[src/rtl/fifo_prog.sv]
// Single-clock FIFO with programmable almost-full/almost-empty thresholds,
// arbitrary depth, and a selectable standard or first-word-fall-through read port.
module fifo_prog #(
  parameter int FIFO_WIDTH = 16,
  parameter int FIFO_DEPTH = 8,
  parameter int AF_LEVEL   = FIFO_DEPTH - 1,
  parameter int AE_LEVEL   = 1,
  parameter int FWFT       = 0
) (
  input  logic                                clk,
  input  logic                                rst_n,
  input  logic                                wr_en,
  input  logic                                rd_en,
  input  logic [FIFO_WIDTH-1:0]               data_in,
  output logic [FIFO_WIDTH-1:0]               data_out,
  output logic                                wr_ack,
  output logic                                overflow,
  output logic                                underflow,
  output logic                                full,
  output logic                                empty,
  output logic                                almostfull,
  output logic                                almostempty,
  output logic [$clog2(FIFO_DEPTH+1)-1:0]     data_count
);

  localparam int AW = $clog2(FIFO_DEPTH);
  localparam int CW = $clog2(FIFO_DEPTH + 1);

  localparam logic [AW-1:0] PTR_LAST = AW'(FIFO_DEPTH - 1);
  localparam logic [CW-1:0] CNT_FULL = CW'(FIFO_DEPTH);
  localparam logic [CW-1:0] CNT_AF   = CW'(AF_LEVEL);
  localparam logic [CW-1:0] CNT_AE   = CW'(AE_LEVEL);

  logic [FIFO_WIDTH-1:0] mem_q [FIFO_DEPTH];

  logic [AW-1:0]         wr_ptr_q, wr_ptr_d;
  logic [AW-1:0]         rd_ptr_q, rd_ptr_d;
  logic [CW-1:0]         count_q, count_d;
  logic                  wr_ack_q, wr_ack_d;
  logic                  overflow_q, overflow_d;
  logic                  underflow_q, underflow_d;
  logic [FIFO_WIDTH-1:0] data_q, data_d;

  logic wr_acc;
  logic rd_acc;

  // Explicit wrap so non-power-of-two depths never index past the last word.
  function automatic logic [AW-1:0] ptr_inc(input logic [AW-1:0] p);
    return (p == PTR_LAST) ? '0 : p + AW'(1);
  endfunction

  assign full        = (count_q == CNT_FULL);
  assign empty       = (count_q == '0);
  assign almostfull  = (count_q >= CNT_AF) && !full;
  assign almostempty = (count_q <= CNT_AE) && !empty;
  assign data_count  = count_q;

  assign wr_ack    = wr_ack_q;
  assign overflow  = overflow_q;
  assign underflow = underflow_q;

  // In FWFT mode the head word is visible directly; when empty, the last
  // popped word (cleared by reset) is shown instead of stale memory.
  assign data_out = ((FWFT != 0) && !empty) ? mem_q[rd_ptr_q] : data_q;

  always_comb begin
    rd_acc = rd_en && !empty;
    wr_acc = wr_en && (!full || rd_acc);

    wr_ptr_d    = wr_ptr_q;
    rd_ptr_d    = rd_ptr_q;
    count_d     = count_q;
    data_d      = data_q;
    wr_ack_d    = wr_acc;
    overflow_d  = wr_en && !wr_acc;
    underflow_d = rd_en && !rd_acc;

    if (wr_acc) wr_ptr_d = ptr_inc(wr_ptr_q);
    if (rd_acc) begin
      rd_ptr_d = ptr_inc(rd_ptr_q);
      data_d   = mem_q[rd_ptr_q];
    end

    case ({wr_acc, rd_acc})
      2'b10:   count_d = count_q + CW'(1);
      2'b01:   count_d = count_q - CW'(1);
      default: count_d = count_q;
    endcase
  end

  always_ff @(posedge clk or negedge rst_n) begin
    if (!rst_n) begin
      wr_ptr_q    <= '0;
      rd_ptr_q    <= '0;
      count_q     <= '0;
      wr_ack_q    <= 1'b0;
      overflow_q  <= 1'b0;
      underflow_q <= 1'b0;
      data_q      <= '0;
    end else begin
      wr_ptr_q    <= wr_ptr_d;
      rd_ptr_q    <= rd_ptr_d;
      count_q     <= count_d;
      wr_ack_q    <= wr_ack_d;
      overflow_q  <= overflow_d;
      underflow_q <= underflow_d;
      data_q      <= data_d;
    end
  end

  // Storage is not reset; writes are suppressed while reset is held.
  always_ff @(posedge clk) begin
    if (rst_n && wr_acc) mem_q[wr_ptr_q] <= data_in;
  end

endmodule

[config.mk]
export PLATFORM = sky130hd
export DESIGN_NAME = fifo_prog
export DESIGN_NICKNAME = d
export VERILOG_FILES = /design/src/rtl/fifo_prog.sv
export SDC_FILE = /design/constraint.sdc
export NUM_CORES = 1
export LEC_CHECK = 0
export ABC_AREA = 0
export CORE_MARGIN = 10
export CORE_UTILIZATION = 40
export CTS_CLUSTER_SIZE = 14
export DETAILED_ROUTE_END_ITERATION = 8
export HOLD_SLACK_MARGIN = 0.15
export PLACE_DENSITY_LB_ADDON = 0.3
export SLEW_MARGIN = 20
export SYNTH_ARGS = -nofsm -noshare
export SYNTH_HDL_FRONTEND = slang
export SYNTH_SLANG_ARGS = --single-unit
[constraint.sdc]
create_clock -name clk -period 2.75 [get_ports clk]
set_input_delay 0.4125 -clock clk [delete_from_list [all_inputs] [get_ports clk]]
set_output_delay 0.4125 -clock clk [all_outputs]
set_load 0.01 [all_outputs]
=== Word-level counts from Yosys, hierarchy flattened ===
Memory sizes are Yosys's and may differ from the RTL's. A register that Yosys moved wholly into a read port is not among the register bits.
Cells that the tools add are included.

* Flip-flop bits (word level): 13
* Output and inout port bits: 27
* Word-level logic and storage cells: 38
* Input port bits: 20
* Memories: 1
* Bits in writable memories: 128

{| class="wikitable"
|+ Memories
! memory !! depth !! bits a word !! read ports !! clocked after memory_dff !! wr ports !! RTL line !! text
|-
| mem_q || 8 || 16 || 1 || 1 || 1 || 34 || <nowiki>logic [FIFO_WIDTH-1:0] mem_q [FIFO_DEPTH];</nowiki>
|}

* Multiplexer cells: 5
* Eq/ne operators: 5
* Reductions and logical operators: 15
* $add $sub $neg: 4
* Magnitude comparators: 2

{| class="wikitable"
|+ Operators with widths
! cell !! number
|-
| case mux 4 bit (2 select lines) || 1
|-
| logical AND 1 bit || 7
|-
| adder 3 x 1 -> 3 bit, second input constant || 2
|-
| equality test 3 bit, second input constant || 2
|-
| two-way mux 3 bit || 2
|-
| zero test 1 bit || 5
|-
| adder 4 x 1 -> 4 bit, second input constant || 1
|-
| equality test 4 bit, second input constant || 1
|-
| >= comparator 4 x 3 -> 1 bit, second input constant || 1
|-
| <= comparator 4 x 1 -> 1 bit, second input constant || 1
|-
| zero test 4 bit || 1
|-
| subtractor 4 x 1 -> 4 bit, second input constant || 1
|-
| equality test 2 x 1 -> 1 bit, second input constant || 1
|-
| equality test 2 bit, second input constant || 1
|-
| two-way mux 1 bit || 2
|-
| nonzero test 2 bit || 1
|-
| logical OR 1 bit || 1
|}

=== Longest topological paths before layout ===
* Depth after elaboration: 8
* Gate-level depth with buffers: 7
* Mapped depth without buffers: 6

=== Worst setup path after synthesis ===
No wires, ideal clock.

* Path kind: register -> register
* From: register count_q[0], in the netlist data_count[0]
* To: memory mem_q[1][0] (enable)
* Required time: 2.341 ns
* Data arrival time: 2.559 ns
* Stages on the path, launching flop included: 8
* Buffers on the path: 1
* Path slack: -0.218 ns
* Path through: dfrtp_1 inv_1 ha_1 nand2b_1 o31a_1 clkbuf_1 nand3_1 nor3_1

* Longest elaborated chain between the ends: 8
* Elaborated cells on any way between the ends: 10
* Classes of those cells: 1 x eq/ne; 2 x mux; 7 x reduce/logical

{| class="wikitable"
|+ RTL lines
! item !! RTL line !! text
|-
| start: declaration || 38 || <nowiki>logic [CW-1:0] count_q, count_d;</nowiki>
|-
| start signal: assignment || 103 || <nowiki>count_q <= count_d;</nowiki>
|-
| zero test 4 bit || 53 || <nowiki>assign empty = (count_q == '0);</nowiki>
|-
| zero test 1 bit || 67 || <nowiki>rd_acc = rd_en && !empty;</nowiki>
|-
| logical AND 1 bit || 67 ||
|-
| logical OR 1 bit * || 68 || <nowiki>wr_acc = wr_en && (!full || rd_acc);</nowiki>
|-
| logical AND 1 bit * || 68 ||
|-
| named net wr_acc || 44 || <nowiki>logic wr_acc;</nowiki>
|-
| logical AND 1 bit * || 113 || <nowiki>if (rst_n && wr_acc) mem_q[wr_ptr_q] <= data_in;</nowiki>
|-
| two-way mux 1 bit * || 113 ||
|-
| two-way mux 1 bit (implied by the code) * || 113 ||
|-
| end: declaration || 34 ||
|}

The timed path passes the listed nets; every way through them passes the cells marked *.

=== Worst setup path after layout ===
* From: register count_q[0], in the netlist data_count[0]
* To: output port almostempty

* Longest elaborated chain between the ends: 3
* Elaborated cells on any way between the ends: 4
* Classes of those cells: 1 x order compare; 3 x reduce/logical

{| class="wikitable"
|+ RTL lines
! item !! RTL line !! text
|-
| parallel branches: the longest is 2 deep, another holds <= comparator 4 x 1 -> 1 bit || n/a ||
|-
| logical AND 1 bit * || 55 || <nowiki>assign almostempty = (count_q <= CNT_AE) && !empty;</nowiki>
|-
| end: declaration || 22 || <nowiki>output logic almostempty,</nowiki>
|}

Mark *: on every way between the ends.

==> run_results.csv <==
group,metric,value,unit
floorplan,die_w,145.2,µm
route,finalWirelength,12.45,mm
floorplan,start_util,0.4107,
route,highest_layer,"met4",
worst_setup_path,cp.arrival,2.18,ns
route,wl_met2,5.892,mm
worst_setup_path,start_kind,"register",
route,route.met3.wl,674,µm
synth,ys_seq_area_frac,0.7291,
flow_run,maxCapViolCount,0,
synth,synth_top_cell_by_area,"edfxtp_1",
sta,finalHoldViolations,0,
synth,synth_warnings,0,
global_routing,grt_max_degree,37,
min_path,hp-class,"in -> async",
power,p_per_area,986.1,nW/µm²
route,final_antenna_net_count,0,
route,vias,3462,
route,drc,0,
worst_setup_path,cpPeakStageDelay,0.60,ns
worst_setup_path,path_buf_inv,2,
route,dr.pass1.iters,4,
sta,final.setup.tns,0,ns
placed_design,dp_hpwl,8.234,mm
layout,layout-drive-gt1-share,0.1303,
sta,fmaxAchievable,385.6,MHz
sta,fin_worst_skew,0.009370,ns
synth,ys_ff_latch,157,
global_routing,grt-ovfl-total,0,
global_routing,antenna_found_initial,0,
sta,tightest_slew,0.8381,ns
route,wl_per_cell,18.12,µm
layout,fin_cells,687,
worst_setup_path,path_max_fanout,6,
worst_setup_path,crit_chain,"inv_1, ha_1, nor4b_1, clkdlybuf4s50_1",
synth,synth_top_area_frac,0.6133,
clock_tree,cts.htree.levels,4,
worst_setup_path,end_kind,"output port",
worst_setup_path,cp.required,2.34,ns
clock_tree,cts_buffers,17,
global_routing,grt_usage,0.1226,
sta,rsz0062_at_grt,"false",
sta,min_period,2.594,ns
sta,drv_slew,0,
worst_setup_path,worst-setup-path-type,"reg -> out",
clock_tree,insertion_delay,0.42,ns
clock_tree,post-cts-setup-buffers,0,
synth,synth.most_common_cell,"edfxtp_1",
floorplan,rows,45,
clock_tree,clk_pin_slew,0.06,ns
synth,ys_async_sr_fraction,0.1847,
placed_design,post-place-cells,655,
sta,slew_headroom,0.4413,
floorplan,dieHeight,145.2,µm
sta,period_share,0.9431,
floorplan,boundaryPins,47,
power,leakage,0.002791,µW
clock_tree,cts.path.max_buffers,2,
clock_tree,cts-root-buf,"clkbuf_16",
layout,syn_to_final_growth,21.24,%
synth,synthDistinctLibCells,35,
synth,synth_cells,396,
power,ir_drop,0.0005000,V
synth,syn_nets,423,
placed_design,portBuffers,46,
synth,yosys-top-cells-area,"edfxtp_1 (61%), dfrtp_1 (12%), mux2i_1 (10%), a22oi_1 (3.8%), nand2_1 (2.1%)",
floorplan,die_area,21070,µm²
route,drt_iter0_markers,174,
global_routing,grt_pass1_wl,20.22,mm
worst_setup_path,crit_family,"buffers and inverters",
clock_tree,cts_tree,"yes",
global_routing,grt_pass1_vias,3628,
clock_tree,cts.sinks,157,
route,wl_met1,5.725,mm
status,run_status,"finished clean",
layout,n_fill_cell,1277,
route,drt-vias-per-instance,5.039,
synth,syn_area_per_cell,15.83,µm²
floorplan,core,15260,µm²
layout,layout.nets,490,
synth,synthFlopType,"edfxtp_1",
sta,setup_violations,0,
synth,synth-edff-count,128,
synth,yosys-top-cells-count,"edfxtp_1 (128), mux2i_1 (65), nand2_1 (35), a22oi_1 (32), dfrtp_1 (29)",
placed_design,routabilityCongestion,0.8161,
layout,n_antenna_cell,0,
worst_setup_path,slowest_stage,"clkdlybuf4s50_1",
synth,netlist_area,6267,µm²
-- final cells by class --
cell class | instances | area (µm²) | share of cell area
Timing Repair Buffer | 71 | 660.6 | 0.08694
Multi-Input combinational cell | 211 | 1575 | 0.2073
Clock inverter | 14 | 77.57 | 0.01021
Clock buffer | 18 | 429.2 | 0.05648
Inverter | 5 | 18.77 | 0.002470
Sequential cell | 157 | 4573 | 0.6018
Tap cell | 211 | 264.0 | 0.03474
-- per-stage QoR --
step | utilization | cell area [µm²] | setup slack, ns | hold WS, ns | power [µW]
finish | 0.4980 | 7599 | 0.1565 | 0.4558 | 7493
global placement | 0.4645 | 7087 | 0.3816 | 0.4674 | 5524
global route | 0.4980 | 7599 | 0.02680 | 0.4549 | 7957
CTS | 0.4977 | 7594 | 0.08129 | 0.4365 | 7578
detailed placement | 0.4645 | 7087 | 0.3214 | 0.4739 | 5570
floorplan | - | 6277 | 0.2025 | 0.1169 | 4643
-- cells by family after synthesis --
family	Yosys count	share of synthesized area
AO/OA/AOI/OAI	60	0.06388
XOR/XNOR	4	0.005591
adder cells (fa/ha/maj)	7	0.01397
buffers and inverters	28	0.02256
flip-flops	157	0.7291
multiplexers	69	0.1110
AND/OR/NAND/NOR	71	0.05390
-- layer usage --
layer | vias to the layer above | global-route usage
li1 | 1641 | -
met1 | 1718 | 0.1557
met2 | 90 | 0.1913
met3 | 13 | 0.04284
met4 | 0 | 0.04146
met5 | - | 0
-- power breakdown --
group	internal [µW]	total, µW	switching, µW
clock	1130	2000	871
combinational	1080	2230	1150
sequential	2930	3260	327
total	5140	7490	2350
-- worst paths after layout --
kind | cells after the start | to | slack (ns) | from
max | 4 | almostempty | 0.16 | data_count[0]
min | 2 | data_out[8] | 0.46 | rst_n
max reg2reg | 7 | mem_q[0][2] | 0.45 | data_count[0]
min reg2reg | 2 | data_out[13] | 0.48 | data_out[13]
min in group clk | 2 | data_out[13] | 0.48 | data_out[13]
max in group asynchronous | 2 | rd_ptr_q[0] | 2.01 | rst_n
-- cell usage in the layout, fill, tap and decap left out, drive strengths merged, types with 4 or more instances in the layout --
cell,count
mux2i,65
nor2,13
clkinv,9
dfrtp,29
nand2,35
buf,25
clkbuf,18
clkdlybuf4s50,46
inv,7
o21ai,22
edfxtp,128
a22oi,32
ha,7
nand3b,4
mux2,4
nor3,4
-- sequential cells by signal (all words and copies together), names as in the netlist --
name        flops
mem_q         128
wr_ack          1
overflow        1
underflow       1
data_out       16
data_count      4
rd_ptr_q        3
wr_ptr_q        3
-- timing repair --
action | 4_1_cts | 5_1_grt
setup endpoints to repair | 0 | 1
gates resized for setup | 0 | 1
hold buffers | 0 | 0
No activity file was read; power rests on OpenSTA's default activity.
